[src/rtl/xbi_usr_pkt_writer.sv]
// User-side packetizer for the 16-bit crossbar interface write port.
// Optional max-length truncation is built when XBI_USR_LEN_CHECK_EN is defined.
module xbi_usr_pkt_writer #(
  parameter int VC0_MAX_WORDS = 12,
  parameter int VC1_MAX_WORDS = 64,
  parameter int VC2_MAX_WORDS = 64
) (
  input  logic        clk_usr,
  input  logic        rst_usr_n,
  input  logic        i_valid,
  input  logic [1:0]  i_vc,
  input  logic [15:0] i_data,
  input  logic        i_last,
  output logic        o_ready,
  input  logic [2:0]  i_nout_full,
  output logic [2:0]  o_nout_enq,
  output logic [5:0]  o_nout_offset,
  output logic        o_nout_eop,
  output logic [15:0] o_nout_data,
  output logic        o_err_len,
  output logic        o_err_vc,
  output logic        o_busy
);

  typedef enum logic [1:0] {IDLE, STREAM, DROP} state_t;

  state_t      state_q, state_d;
  logic [6:0]  cnt_q, cnt_d;
  logic [1:0]  cur_vc_q, cur_vc_d;
  logic        gap_q;
  logic [1:0]  last_vc_q;

  logic        vld_p0;
  logic [1:0]  vc_p0;
  logic [5:0]  off_p0;
  logic        eop_p0;
  logic        err_len_p0, err_vc_p0;
  logic [3:0]  full_pad;
  logic        vc_ill, can_start, accept;

  logic [2:0]  enq_p1;
  logic [5:0]  off_p1;
  logic        eop_p1;
  logic [15:0] data_p1;
  logic        err_len_p1, err_vc_p1;

`ifdef XBI_USR_LEN_CHECK_EN
  function automatic logic [6:0] max_words(input logic [1:0] vc);
    case (vc)
      2'd0:    return 7'(VC0_MAX_WORDS);
      2'd1:    return 7'(VC1_MAX_WORDS);
      default: return 7'(VC2_MAX_WORDS);
    endcase
  endfunction
`else
  logic len_cfg_unused;
  assign len_cfg_unused = ^{cnt_q[6], 7'(VC0_MAX_WORDS), 7'(VC1_MAX_WORDS), 7'(VC2_MAX_WORDS)};
`endif

  always_comb begin
    full_pad   = {1'b0, i_nout_full};
    vc_ill     = (i_vc == 2'd3);
    // Same-VC start is held off one cycle after eop until the full flag catches up.
    can_start  = !vc_ill && !full_pad[i_vc] && !(gap_q && (i_vc == last_vc_q));
    o_ready    = (state_q == IDLE) ? (can_start || vc_ill) : 1'b1;
    accept     = i_valid && o_ready;
    state_d    = state_q;
    cnt_d      = cnt_q;
    cur_vc_d   = cur_vc_q;
    vld_p0     = 1'b0;
    vc_p0      = cur_vc_q;
    off_p0     = 6'd0;
    eop_p0     = 1'b0;
    err_len_p0 = 1'b0;
    err_vc_p0  = 1'b0;
    case (state_q)
      IDLE: begin
        if (accept) begin
          if (vc_ill) begin
            err_vc_p0 = 1'b1;
            if (!i_last) state_d = DROP;
          end else begin
            vld_p0   = 1'b1;
            vc_p0    = i_vc;
            eop_p0   = i_last;
            cur_vc_d = i_vc;
            cnt_d    = 7'd1;
            if (!i_last) state_d = STREAM;
          end
        end
      end
      STREAM: begin
        if (accept) begin
          vld_p0 = 1'b1;
          off_p0 = cnt_q[5:0];
          cnt_d  = cnt_q + 7'd1;
          if (i_last) begin
            eop_p0  = 1'b1;
            state_d = IDLE;
          end
`ifdef XBI_USR_LEN_CHECK_EN
          else if (cnt_q == max_words(cur_vc_q) - 7'd1) begin
            eop_p0     = 1'b1;
            err_len_p0 = 1'b1;
            state_d    = DROP;
          end
`endif
        end
      end
      DROP: begin
        if (accept && i_last) state_d = IDLE;
      end
      default: state_d = IDLE;
    endcase
  end

  // ---- p0 -> p1 register boundary: write port and error pulses ----
  always_ff @(posedge clk_usr or negedge rst_usr_n) begin
    if (!rst_usr_n) begin
      state_q    <= IDLE;
      cnt_q      <= 7'd0;
      cur_vc_q   <= 2'd0;
      gap_q      <= 1'b0;
      last_vc_q  <= 2'd0;
      enq_p1     <= 3'd0;
      off_p1     <= 6'd0;
      eop_p1     <= 1'b0;
      data_p1    <= 16'd0;
      err_len_p1 <= 1'b0;
      err_vc_p1  <= 1'b0;
    end else begin
      state_q    <= state_d;
      cnt_q      <= cnt_d;
      cur_vc_q   <= cur_vc_d;
      gap_q      <= eop_p0;
      if (eop_p0) last_vc_q <= vc_p0;
      enq_p1     <= vld_p0 ? (3'b001 << vc_p0) : 3'b000;
      eop_p1     <= eop_p0;
      err_len_p1 <= err_len_p0;
      err_vc_p1  <= err_vc_p0;
      if (vld_p0) begin
        off_p1  <= off_p0;
        data_p1 <= i_data;
      end
    end
  end

  assign o_nout_enq    = enq_p1;
  assign o_nout_offset = off_p1;
  assign o_nout_eop    = eop_p1;
  assign o_nout_data   = data_p1;
  assign o_err_len     = err_len_p1;
  assign o_err_vc      = err_vc_p1;
  assign o_busy        = (state_q != IDLE);

endmodule

[config.mk]
export PLATFORM = sky130hd
export DESIGN_NAME = xbi_usr_pkt_writer
export DESIGN_NICKNAME = d
export VERILOG_FILES = /design/src/rtl/xbi_usr_pkt_writer.sv
export SDC_FILE = /design/constraint.sdc
export NUM_CORES = 1
export LEC_CHECK = 0
export BUFFER_PORTS_ARGS = -buffer_cell sky130_fd_sc_hd__buf_4
export CAP_MARGIN = 10
export CORE_MARGIN = 5
export CORE_UTILIZATION = 54
export CTS_CLUSTER_SIZE = 8
export DETAILED_ROUTE_END_ITERATION = 12
export GPL_ROUTABILITY_DRIVEN = 0
export GPL_TIMING_DRIVEN = 0
export PLACE_DENSITY = 0.82
export RECOVER_POWER = 50
export SYNTH_ARGS = -nofsm -noshare
export SYNTH_HDL_FRONTEND = slang
export SYNTH_SLANG_ARGS = --single-unit
export TNS_END_PERCENT = 5
[constraint.sdc]
create_clock -name clk_usr -period 4.1 [get_ports clk_usr]
set_input_delay 1.23 -clock clk_usr [delete_from_list [all_inputs] [get_ports clk_usr]]
set_output_delay 1.23 -clock clk_usr [all_outputs]
set_load 0.005 [all_outputs]
==> Word-level counts from Yosys, hierarchy flattened <==
Cells that the tools add are included.
{ "op_classes": {"add_sub_neg": 1, "order_cmp": 1, "eq_ne": 10, "shift": 1, "mux": 33, "n_reduce_logical": 14} }
{ "op_table": {"columns": ["operator", "n"], "rows": [
  ["$mux W7", 3],
  ["$mux W2", 10],
  ["$pmux W7 S2", 1],
  ["$mux W1", 12],
  ["$mux W6", 2],
  ["$ne A2 B2 Y1 const B", 6],
  ["$add A7 B1 Y7 const B", 1],
  ["$pmux W2 S3", 1],
  ["$logic_and A1 B1 Y1", 5],
  ["$reduce_and A5 Y1", 1],
  ["$eq A2 B2 Y1 const B", 2],
  ["$pmux W1 S2", 2],
  ["$reduce_and A4 Y1", 1],
  ["$reduce_bool A2 Y1", 2],
  ["$logic_not A1 Y1", 3],
  ["$lt A2 B3 Y1 const B", 1],
  ["$mux W3", 1],
  ["$shl A1 B2 Y3 const A", 1],
  ["$bmux W1 S2", 1],
  ["$eq A2 B1 Y1 const B", 1],
  ["$eq A2 B2 Y1", 1],
  ["$logic_not A2 Y1", 1],
  ["$logic_or A1 B1 Y1", 1]
]} }
{ "totals": {"ff_bits": 40, "output_inout_bits": 30, "wordCells": 69} }

==> Longest topological paths before layout <==
Gate-level depths: netlist (run 1).
{ "depth": {"depth_word": 12, "mapped_depth": 8, "ltp_nobuf": 5} }

==> Worst setup path before layout (run 1) <==
OpenSTA, ideal clock, no wires.
{ "synth_path": {"kind": "input to output", "from": "input i_vc[1]", "to": "output o_ready", "arrival_time_ns": 2.002, "t_required_ns": 2.870, "slack_ns": 0.868, "stages": 5, "path_buffers": 1, "path_cell_list": "buf_2 -> xnor2_1 -> nand3_2 -> o21a_1 -> nand3b_1"} }
{ "synth_between": {"elab_chain_len": 7, "word_cells_on_any_way": 12, "cone_classes": "eq/ne: 2; mux: 3; reduce/logical: 7"} }
{ "synth_rtl": {"columns": ["element", "line_no", "text"], "rows": [
  ["start: declaration", "11", "input logic [1:0] i_vc,"],
  ["$bmux W1 S2", "64", "can_start = !vc_ill && !full_pad[i_vc] && !(gap_q && (i_vc == last_vc_q));"],
  ["$mux W1 (implied by the code)", "64", null],
  ["$logic_not A1 Y1", "64", null],
  ["$logic_and A1 B1 Y1 (2 in a row)", "64", null],
  ["$logic_or A1 B1 Y1 (*)", "65", "o_ready = (state_q == IDLE) ? (can_start || vc_ill) : 1'b1;"],
  ["$mux W1 (*)", "65", null],
  ["end: declaration", "14", "output logic o_ready,"]
]} }
Every way passes the cells marked *; elsewhere a longest branch is shown, timed or not. The select of a mux whose other input is x is not followed.

==> Worst setup path after layout (run 1) <==
Same ends and word-level chain as after synthesis.

==> impl_summary.md, run 1 <==
Status
The flow ran to the end, but the final reports show violations. The final reports fail on capacitance limit, slew limit.

Clock network
Counting every sink on the clock net gives 39. The total setup buffers inserted after CTS is 0. The number of gates resized after CTS is 0. The number of levels in the clock H-tree is 2. The root buffer cell is sky130_fd_sc_hd__clkbuf_4. The clock latency on the worst-skew pair is ~340 ps. The clock transition at the registers of the reported paths is around 120 ps. TritonCTS built the clock tree. Clock tree synthesis inserted a total of 5 buffers. The count of hold buffers inserted by post-cts repair is 0.

The number of buffers on the longest clock path is 2.

Timing
Dividing the final minimum period by the clock period gives 89.3%. Hold timing on the final database bottoms out at a slack of 494 ps. The fmax is between 0.2 and 0.3 GHz. The maximum clock skew at final layout is approximately 14 ps. The minimum period implied by the final worst setup slack is 3660 ps. The transition at the pin with the smallest max-transition slack is 1980 ps. The max-slew violation total from the final report is 40. Setup violations remaining at the end of the flow were counted as 0.

Headroom to the max-slew limit came out at -31.7%. Setup repair after global routing left no endpoint under its margin. The count of final hold-check violations came to 0. The final-layout setup total negative slack is 0 ps.

Yosys
The simple-gate share of the synthesized area is around a fifth. Summing the areas of all compound-gate instances in the mapped netlist gives between 10% and 20% of the synthesized area. The number of nets in the synthesized netlist is approximately 190. The average cell area after synthesis is 10.4 um^2. After synthesis, the netlist uses 41 different library cells.

Counting flops and latches in the post-synthesis netlist gives 39. The combined area of all synthesized cells is around 1700 um^2. The multiplexer share of the synthesized area is between 2 and 2.5%. For this run, asynchronously set or reset flops after synthesis account for 100%. The number of warning messages in the yosys log is 0. The synthesized design devotes to its leading area cell type roughly 57% of total area.

The sequential fraction of the synthesis area is a little under three fifths. The synthesized instance count is around 170. The adder-cell share of the synthesized area is 0.727%. The leading register cell type out of synthesis is sky130_fd_sc_hd__dfrtp_1. The count of flip-flops with a built-in enable after synthesis is 0. After synthesis, the cell types taking the most area are sky130_fd_sc_hd__dfrtp_1, sky130_fd_sc_hd__nand2_1, sky130_fd_sc_hd__a22o_1. The post-synthesis share of cell area spent on xor and xnor gates is around 1.0%.

The combinational family with the most area after synthesis is simple AND/OR/NAND/NOR gates. The post-synthesis cell type with the largest combined area is sky130_fd_sc_hd__dfrtp_1.

Pwr
In this run the static leakage power is between 1 and 1.5 nW. Combinational cells account for a little under a third of the total power. For this design the ratio of total power to cell area is 498 nW/um^2. The net switching fraction of the power is about a third. The clock network burns between 15 and 20% of the power. The relative contribution of sequential cells to total power is approximately 51%. The analysis attributes to net switching a power of ~0.35 mW. The worst-case IR drop observed on VDD is 0.279 mV. The internal portion of the total power is roughly 0.74 mW.

Critical path
On the critical path the largest part of the delay comes from buffers and inverters. The critical path starts at i_vc[1]. The sort of element at the end of the critical path is an output pin.

The critical path goes through clkbuf_1 > xnor2_1 > nand3_2 > o21a_1 > nand3b_1 > buf_4. Of all nets on the critical path, the largest fanout is 8. The startpoint type of the worst setup path is a primary input. The startpoint of the lowest-slack register-to-register path is last_vc_q[1]$_DFFE_PN0P_.

At the worst endpoint, the arrival time is between 2000 and 2500 ps. The data required time of the critical path is between 2000 and 3000 ps. The critical path in this run is classified as primary input to output pin. Together, buffers and inverters on the worst path number 2. The slowest stage of the critical path is the sky130_fd_sc_hd__clkbuf_1 cell. The worst stage delay on the critical path is between 300 and 400 ps.

Floorplanning
The die span in y is around 66 um. The starting utilization of the core area is between 50% and 60%. The die is between 60 and 70 um wide. The floorplan step defined a core boundary enclosing about 3000 um^2. The floorplan step defined a die boundary enclosing 4420 um^2. The total I/O pin count is 55.

The floorplan has 20 rows.

Routing
In the routed design, unresolved DRC markers number 0. The routed via count divided by cell count is about 5.2. The number of routed nets with antenna violations is 0. The detailed-router iteration count before antenna repair is 4.

The detailed router placed ~1.4k vias in this run. The final wirelength is ~3800 um. The iteration-0 DRC count of the detailed router is between 70 and 80. Dividing the detail-routed wire length by the instance count gives roughly 14 um.

Cells and area
The net count reported at finish is 249. The area growth from synthesis to layout is 28.1%. Of the cells placed in the final design, the portion with a size suffix greater than 1 is between 30% and 40%.

The final instance count without filler cells is roughly 270. Leaving out fill and tap cells, the most frequent cells in the layout are sky130_fd_sc_hd__nand2_1, sky130_fd_sc_hd__buf_4, sky130_fd_sc_hd__dfrtp_1. The diode insertion count for antenna repair is 0. The final core area utilization is between 70 and 80%. Leaving out fill and tap cells, the most frequent cell in the layout is sky130_fd_sc_hd__nand2_1. The layout has around 250 filler cells.

Global routing
The combined global-route utilization of all metal layers is about a fifth. The aggregate global routing overflow is 0. The global-route wire length before repair is roughly 6500 um. Entering global routing, the biggest net connects 40 pins. The number of antenna violations at the first check in global routing is 0. The number of global-route vias before repair is ~1.5k.

Worst hold path
In this run the most critical hold path is launched from o_nout_data[12]$_DFFE_PN0P_. The tightest min-delay check is of the register to register type.

Placed design
The half-perimeter wire length after detailed placement is between 2000 and 3000 um. The number of buffers added on ports is just over 50. The number of cells in the design after placement is 260.

Run
Across the run, the number of max-cap violations was 1.
## flip-flops by register name (all words and copies together), names as in the netlist
name           cells
o_err_vc           1
o_nout_enq         3
last_vc_q          2
o_nout_eop         1
o_nout_data       16
cur_vc_q           2
cnt_q              6
state_q            2
o_nout_offset      6
## tightest hold or removal path, stage by stage, from the launching register on
cell and delay [ps]:
sky130_fd_sc_hd__dfrtp_1 360, sky130_fd_sc_hd__nand2_1 50, sky130_fd_sc_hd__nand2_1 60
## final timing paths
path	to	slack [ps]	cells after the start
max	o_ready	440	6
min	o_nout_data[12]$_DFFE_PN0P_	490	2
max reg2reg	o_nout_data[4]$_DFFE_PN0P_	2360	6
min reg2reg	o_nout_data[12]$_DFFE_PN0P_	490	2
max in group asynchronous	cur_vc_q[0]$_DFF_PN0_	1550	1
min in group asynchronous	o_nout_enq[2]$_DFF_PN0_	1430	1
## metrics by stage
step                area [um^2]  setup WS (ps)  power [mW]
floorplan                  1720            868       0.733
global placement           2160            655       0.900
detailed placement         2160            621       0.923
CTS                        2210            618        1.11
global route               2200            354        1.18
finish                     2200            440        1.10
## cell usage after synthesis (2+ instances only)
cell type / n
sky130_fd_sc_hd__a211oi_1: 2
sky130_fd_sc_hd__a21boi_1: 3
sky130_fd_sc_hd__a21oi_1: 5
sky130_fd_sc_hd__a22o_1: 7
sky130_fd_sc_hd__a31oi_1: 2
sky130_fd_sc_hd__and2_1: 2
sky130_fd_sc_hd__and3_1: 2
sky130_fd_sc_hd__buf_2: 4
sky130_fd_sc_hd__buf_6: 2
sky130_fd_sc_hd__dfrtp_1: 39
sky130_fd_sc_hd__inv_1: 4
sky130_fd_sc_hd__mux2_4: 2
sky130_fd_sc_hd__nand2_1: 50
sky130_fd_sc_hd__nand3_1: 4
sky130_fd_sc_hd__nor2_1: 2
sky130_fd_sc_hd__nor3_1: 2
sky130_fd_sc_hd__o21a_1: 3
sky130_fd_sc_hd__o21ai_1: 3
sky130_fd_sc_hd__or3_1: 4
sky130_fd_sc_hd__xnor2_1: 2
## logic make-up (layout without fill, tap and decap cells)
| logic type | count (synthesis) | count (layout) |
|---|---|---|
| AO/OA/AOI/OAI | 30 | 30 |
| AND/OR/NAND/NOR | 76 | 76 |
| XOR/XNOR | 2 | 2 |
| adder cells (fa/ha/maj) | 1 | 1 |
| buffers and inverters | 13 | 72 |
| other | 1 | 1 |
| flip-flops | 39 | 39 |
| multiplexers | 3 | 3 |
## routing by layer
| metal | share of wire [%] | track usage, % | vias to the layer above |
|---|---|---|---|
| li1 | - | - | 674 |
| met1 | 39 | 21.1 | 673 |
| met2 | 54 | 34.0 | 37 |
| met3 | 5.8 | 6.41 | 9 |
| met4 | 1.5 | 7.87 | 0 |
| met5 | 0 | 0 | - |
## power groups by stage
stage | Sequential (mW) | Combinational (mW) | Clock [mW]
finish | 0.560 | 0.348 | 0.189
global route | 0.575 | 0.390 | 0.213
CTS | 0.559 | 0.357 | 0.194
detailed placement | 0.567 | 0.356 | 0
global placement | 0.558 | 0.341 | 0
floorplan | 0.559 | 0.174 | 0
## layout make-up
cell class	count	area (um^2)	share of cell area (%)
Timing Repair Buffer	51	375	17.0
Clock inverter	2	12.5	0.568
Tap cell	44	55.1	2.50
Inverter	4	15.0	0.681
Buffer	9	56.3	2.55
Clock buffer	6	41.3	1.87
Multi-Input combinational cell	113	673	30.5
Sequential cell	39	976	44.3
(Power assumes the default switching activity.)
==> run 2, diff against run 1 <==
- CORE_ASPECT_RATIO: default -> 1.4
==> run 2 against run 1 <==
  * The flow still finishes with violations (capacitance limit, slew limit)
  * Non-clock buffer count is the same
  * Clock power rose by 29%
  * Highest routed layer unchanged
  * Clock-buffer cell count up 1
  * Sequential share of layout area shrank 0.50 points
  * Critical path type unchanged
  * Largest cell class unchanged
==> impl_summary.md, run 2 (synthesis gave the netlist of run 1 again) <==
Routing
The final wirelength is 3820 um (+1.2%). The iteration-0 DRC count of the detailed router was 44 (-43%). The routed via count divided by cell count is 5.33 (+2.5%). The number of routed nets with antenna violations is 0 (unchanged). The highest routed metal layer is met4.

The detailed-router iteration count before antenna repair is 4 (unchanged). The wire length on met2 was 2100 um (+3.1%). The final routed wire length divided by cell count is 14.5 um (+3.1%).

The DRC violations left is 0 (unchanged). The detailed-route wire length on metal 1 is 1440 um (-0.96%). The count of vias placed by the detailed router came to 1,401 (+0.57%).

The met3 wire length came to 200 um (-8.7%).

Global routing
The pin count of the biggest net entering global routing came to 40 (unchanged). The number of global-route vias before repair was 1,451 (-1.8%). The global-route wire length before repair is 6650 um (+2.7%).

The aggregate global routing overflow is 0 (unchanged). The number of antenna violations at the first check in global routing is 0 (unchanged). The combined global-route utilization of all metal layers is 19.0% (-0.28 points).

Worst hold path
For hold timing, the worst endpoint is state_q[0]$_DFFE_PN0P_. The cell count of the worst hold path is 1 (-1). The start point of the worst hold path is state_q[1]$_DFFE_PN0P_.

The path class of the tightest hold or removal check is register to register.

Cells and area
The fraction of layout cells with a size suffix above 1 came to 31.3% (unchanged). The final instance count without filler cells is 263 (-1.9%). The number of flip-flops in the largest register came to 16 (unchanged).

The final instance area is 2230 um^2 (+1.1%). The net count reported at finish was 249 (unchanged). The top cell types in the final layout, fill and taps aside, are sky130_fd_sc_hd__nand2_1, sky130_fd_sc_hd__buf_4, sky130_fd_sc_hd__dfrtp_1.

The diode insertion count for antenna repair is 0 (unchanged). The most common cell after layout, fill and taps aside is sky130_fd_sc_hd__nand2_1. The area growth from synthesis to layout is 29.5%. The count of fill cells added during filler insertion is 231 (-8.7%).

Run
The number of max-capacitance violations reported came to 1 (unchanged).

Clock network
The number of gates resized after CTS was 0 (unchanged). The number of buffers on the longest clock path is 2 (unchanged). The clock latency on the worst-skew pair is 290 ps (-50 ps). The total setup buffers inserted after CTS was 0 (unchanged). The number of levels in the clock H-tree is 2 (unchanged). The root buffer cell is sky130_fd_sc_hd__clkbuf_8. The clock transition at the registers of the reported paths is 70 ps (-50 ps). The CTS tree is built. The total clock buffers created by CTS is 5 (unchanged). The number of sinks on the clock net is 39 (unchanged). The count of hold buffers inserted by post-cts repair is 0 (unchanged).

Pwr
The relative contribution of sequential cells to total power is 48.7% (-2.3 points). The internal power is 0.796 mW (+7.2%). The net switching fraction of the power was 30.7% (-1.5 points).

The share of total power in combinational logic is 30.1% (-1.6 points). The power density of the placed cells is 516 nW/um^2 (+3.7%). The leakage dissipation is 1.15 nW (+1.5%). The net switching power figure is 0.353 mW (about the same). The clock group share of total power is 21.1% (+3.8 points). The largest vdd supply drop is 0.264 mV (-5.3%).

Critical path
The startpoint identified for the worst register-to-register timing path is state_q[0]$_DFFE_PN0P_. STA classifies the critical path endpoint as an output pin. The worst endpoint data arrival time is 2380 ps (-50 ps). The slack of the worst reg-to-reg path is 2400 ps (+40 ps). The maximum fanout along the worst path came to 8 (unchanged). STA classifies the critical path startpoint as a primary input. The start-to-end type of the worst setup path is primary input to output pin. The worst-case reg-to-reg path depth came to 5 (-1).

The data required time of the critical path is 2870 ps (about the same). The endpoint identified for the worst register-to-register timing path is o_nout_enq[0]$_DFF_PN0_.

Timing
The worst slew slack as a fraction of its limit came to -34.5% (-2.8 points). The setup violation total in the final timing report was 0 (unchanged). The final-layout setup total negative slack was 0 ps (unchanged). The max-slew violation total from the final report is 40 (unchanged).

The final period utilization is 88.0% (-1.2 points). The count of final hold-check violations is 0 (unchanged). The fmax is 0.277 GHz (+1.4%).

Setup repair after global routing left no endpoint under its margin. The worst slack on hold paths was 477 ps (-17.4 ps). The transition at the pin with the smallest max-transition slack is 2020 ps (+41.9 ps).

The maximum clock skew at final layout came to 7.87 ps (-5.68 ps). The minimum period implied by the final worst setup slack is 3610 ps (-51.0 ps).

Placed design
The instance area at placement is 2150 um^2 (-0.29%). The number of buffers added on ports was 51 (unchanged). The half-perimeter wire length after detailed placement came to 2970 um (+3.1%). The number of cells in the design after placement was 255 (-1.9%).

Floorplanning
The starting utilization of the core area came to 55.7% (-0.73 points). The die span in y is 76.8 um (+16%). The core box area is 3090 um^2 (+1.3%). The total I/O pin count came to 55 (unchanged). The die span in x is 57.7 um (-13%). The die area is 4430 um^2 (+0.36%). The number of placement rows was 24 (+20%).

Status
The final reports fail on capacitance limit, slew limit. The run finished, with violations left.
-- run 2: how the worst max path moves through the flow --
stage | startpoint | to | slack [ps] | depth (start not counted)
floorplan | i_vc[1] | o_ready | 870 | 5
global placement | i_nout_full[0] | o_ready | 660 | 6
detailed placement | i_nout_full[0] | o_ready | 620 | 6
CTS | i_nout_full[0] | o_ready | 610 | 6
global route | i_vc[1] | o_ready | 340 | 6
finish | i_vc[1] | o_ready | 490 | 6
-- run 2: stage by stage --
step                setup slack, ps  util [%]  total power, mW
finish                          491      72.1             1.15
floorplan                       868         -            0.733
global route                    344      72.1             1.23
global placement                657      69.6            0.898
CTS                             609      72.2             1.17
detailed placement              618      69.6            0.926
-- run 2: layout make-up --
type                       instances  area [um^2]  area share, %
tap                               39         48.8           2.19
multi-input combinational        113          673           30.2
timing repair buffer              51          379           17.0
clock buffer                       7         76.3           3.42
clock inverter                     1         5.00          0.224
buffer                             9         56.3           2.53
inverter                           4         15.0          0.673
sequential                        39          976           43.8
-- run 2: power groups by stage --
stage               Sequential (mW)  Clock [mW]  Combinational [mW]
floorplan                     0.559           0               0.174
global placement              0.559           0               0.339
detailed placement            0.569           0               0.357
CTS                           0.561       0.248               0.358
global route                  0.574       0.270               0.388
finish                        0.561       0.243               0.346
-- run 2: metal layers --
layer / global-route usage, % / vias to the layer above
li1: - / 672
met1: 23.1 / 679
met2: 32.5 / 41
met3: 3.70 / 9
met4: 7.19 / 0
met5: 0 / -
-- run 2: worst max-delay path: stages --
cell and delay (ps):
sky130_fd_sc_hd__clkbuf_1 320, sky130_fd_sc_hd__xnor2_1 180, sky130_fd_sc_hd__nand3_2 170, sky130_fd_sc_hd__o21a_1 160, sky130_fd_sc_hd__nand3b_1 160, sky130_fd_sc_hd__buf_4 140
==> run 3, diff against run 2 <==
--- a/config.mk
+++ b/config.mk
@@ -10,10 +10,11 @@
 export CORE_ASPECT_RATIO = 1.4
 export CORE_MARGIN = 5
-export CORE_UTILIZATION = 54
+export CORE_UTILIZATION = 52
+export CTS_BUF_LIST = sky130_fd_sc_hd__clkbuf_4
 export CTS_CLUSTER_SIZE = 8
 export DETAILED_ROUTE_END_ITERATION = 12
 export GPL_ROUTABILITY_DRIVEN = 0
 export GPL_TIMING_DRIVEN = 0
-export PLACE_DENSITY = 0.82
+export PLACE_DENSITY = 0.79
 export RECOVER_POWER = 50
 export SYNTH_ARGS = -nofsm -noshare
==> constraint.sdc (replaced) <==
create_clock -name clk_usr -period 3.5 [get_ports clk_usr]
set_input_delay 0.175 -clock clk_usr [delete_from_list [all_inputs] [get_ports clk_usr]]
set_output_delay 0.175 -clock clk_usr [all_outputs]
set_load 0.005 [all_outputs]
==> run 3 against run 2 <==
  * The flow still finishes with violations (capacitance limit, slew limit)
  * Critical path depth down 4
  * Combinational power up 18%
  * Clock-buffer cell count down 2
  * Clock power up 17%
  * Die area up 3.3%
  * Cell count up 1.5%
  * Register-to-register slack worse by 620 ps
  * Flip-flop and latch count unchanged
  * Utilization down 0.22 points
  * Routed wire length down 3.4%
==> impl_summary.md, run 3 (synthesis gave the netlist of run 1 again) <==
Critical path
Walking the worst path, the cells encountered are dlygate4sd3_1 > clkbuf_1. The startpoint of the most critical setup path is rst_usr_n. The worst stage delay on the critical path came to 1420 ps (+1100 ps). The end of the worst register-to-register path is o_nout_data[8]$_DFFE_PN0P_. The startpoint of the lowest-slack register-to-register path is last_vc_q[0]$_DFFE_PN0P_.

The critical path is of the primary input to asynchronous set/reset pin type. The sort of element at the end of the critical path is an asynchronous set/reset pin. The worst endpoint data arrival time is 2120 ps (-260 ps). The worst-case reg-to-reg path depth is 6 (+1). The slack of the worst reg-to-reg path is 1780 ps (-620 ps). Among cell families on the critical path, the largest total delay comes from buffers and inverters. The maximum fanout along the worst path is 39 (+31).

The number of buffers and inverters on the critical path is 2 (unchanged). For this design, the slowest cell found on the critical path is sky130_fd_sc_hd__clkbuf_1. The startpoint type of the worst setup path is a primary input. The data required time of the critical path is 3580 ps (+710 ps).

Worst hold path
The cell count of the worst hold path came to 3 (+2). The type of the worst min-delay path is primary input to register. The worst hold path terminates at o_nout_data[13]$_DFFE_PN0P_. In this run the most critical hold path is launched from i_data[13].

Placed design
The half-perimeter wire length after detailed placement was 2780 um (-6.5%). The number of buffers added on ports came to 51 (unchanged). The worst slack at placement is 1800 ps (+1180 ps).

Cells and area
From synthesis to final layout, the design area changed by 31.6%. The library cell used most frequently in the layout, excluding fill and tap cells, is sky130_fd_sc_hd__nand2_1. The number of flip-flops in the largest register is 16 (unchanged).

In the layout the commonest cells are sky130_fd_sc_hd__nand2_1, sky130_fd_sc_hd__dfrtp_1, sky130_fd_sc_hd__buf_4. The final core area utilization was 71.9% (-0.22 points). The net count reported at finish came to 253 (+1.6%). The fraction of layout cells with a size suffix above 1 is 31.6% (+0.33 points). The diode insertion count for antenna repair came to 0 (unchanged).

Timing
The final worst setup slack is 1450 ps (+963 ps). Setup repair after global routing left no endpoint under its margin. The minimum period implied by the final worst setup slack is between 2000 and 2500 ps. The fmax is slightly below 0.5 GHz. Dividing the final minimum period by the clock period gives between 50% and 60%. The final-layout setup total negative slack was 0 ps (unchanged). The setup violation total in the final timing report is 0 (unchanged).

The worst slew slack as a fraction of its limit is -31.8% (+2.7 points). The max-slew violation total from the final report is 40 (unchanged). The count of final hold-check violations came to 0 (unchanged). The transition at the pin with the smallest max-transition slack is 1980 ps (-41.0 ps). The maximum clock skew at final layout is 6.15 ps (-1.71 ps).

Routing
The iteration-0 DRC count of the detailed router is 30 (-32%). The number of routed nets with antenna violations is 0 (unchanged). The final wirelength was 3680 um (-3.4%).

The DRC violations left was 0 (unchanged). The final routed wire length divided by cell count is 13.8 um (-4.9%). The count of vias placed by the detailed router is 1,383 (-1.3%). The detailed-router iteration count before antenna repair is 4 (unchanged). The routed via count divided by cell count is 5.18 (-2.8%).

Floorplanning
The die span in y is 78.1 um (+1.7%). The starting utilization of the core area is 54.6% (-1.1 points). The die span in x is 58.6 um (+1.6%). The number of placement rows is 24 (unchanged). The core box area is 3150 um^2 (+1.9%). The total I/O pin count is 55 (unchanged). The die area was 4580 um^2 (+3.3%).

Pwr
The largest vdd supply drop is 0.430 mV (+63%). The power density of the placed cells was 594 nW/um^2 (+15%). The leakage dissipation is 1.17 nW (+1.7%).

Global routing
The number of antenna violations at the first check in global routing is 0 (unchanged). The number of global-route vias before repair was 1,363 (-6.1%). The pin count of the biggest net entering global routing is 40 (unchanged). The aggregate global routing overflow came to 0 (unchanged). The global-route wire length before repair is 6150 um (-7.5%).

The combined global-route utilization of all metal layers is 17.4% (-1.6 points).

Status
The checks that failed: capacitance limit, slew limit. The run finished, with violations left.

Clock network
The number of sinks on the clock net is 39 (unchanged). The total clock buffers created by CTS is 5 (unchanged). TritonCTS built the clock tree. The root buffer cell is sky130_fd_sc_hd__clkbuf_4. The clock transition at the registers of the reported paths is 110 ps (+40 ps). The number of levels in the clock H-tree is 2 (unchanged). The number of buffers on the longest clock path came to 2 (unchanged). The clock latency on the worst-skew pair is 340 ps (+50 ps).

Run
The number of max-capacitance violations reported is 1 (unchanged).
==> run 3: how the worst max path moves through the flow <==
| stage | end | cells after the start |
|---|---|---|
| after floorplan | last_vc_q[0]$_DFFE_PN0P_ | 6 |
| after global placement | last_vc_q[0]$_DFFE_PN0P_ | 7 |
| after detailed placement | o_nout_data[8]$_DFFE_PN0P_ | 6 |
| after CTS | o_ready | 5 |
| after global routing | o_nout_data[8]$_DFFE_PN0P_ | 2 |
| final | o_nout_data[2]$_DFFE_PN0P_ | 2 |
==> run 3: tightest hold or removal path: cells and delay by family <==
kind / cells / cell delay, ps
buf+inv: 1 / 80
simple gates: 2 / 80
==> run 3: area by class of cell <==
cell class                 count  area [um^2]
clock inverter                 3         38.8
fill                         247          887
tap                           39         48.8
buffer                         9         57.6
multi-input combinational    113          673
timing repair buffer          55          419
inverter                       4         15.0
sequential                    39          976
clock buffer                   5         37.5
==> run 3: timing repair <==
item,4_1_cts,5_1_grt
setup buffers,0,0
resized for setup,0,0
hold buffers,1,3
hold endpoints to repair,39,3
==> run 3: metal layers <==
| metal | vias up | global-route usage, % | part of all wire (%) |
|---|---|---|---|
| li1 | 684 | - | - |
| met1 | 660 | 19.5 | 38 |
| met2 | 33 | 30.6 | 55 |
| met3 | 6 | 5.09 | 6.3 |
| met4 | 0 | 6.58 | 1.5 |
| met5 | - | 0 | 0 |
==> run 3: power breakdown <==
part	internal (mW)	switching [mW]	leakage (nW)	total, mW
logic	0.228	0.181	0.627	0.409
clock network	0.147	0.137	0.0426	0.284
registers	0.568	0.0851	0.501	0.653
==> run 3: through the flow <==
step                      hold WS [ps]  power, mW  area, um^2  cells
after floorplan                   -121      0.858        1720    165
after global placement             153       1.05        2150    255
after detailed placement           169       1.08        2150    255
after CTS                         6.70       1.37        2240    264
after global routing              8.39       1.44        2270    267
final                             19.5       1.35        2270    267
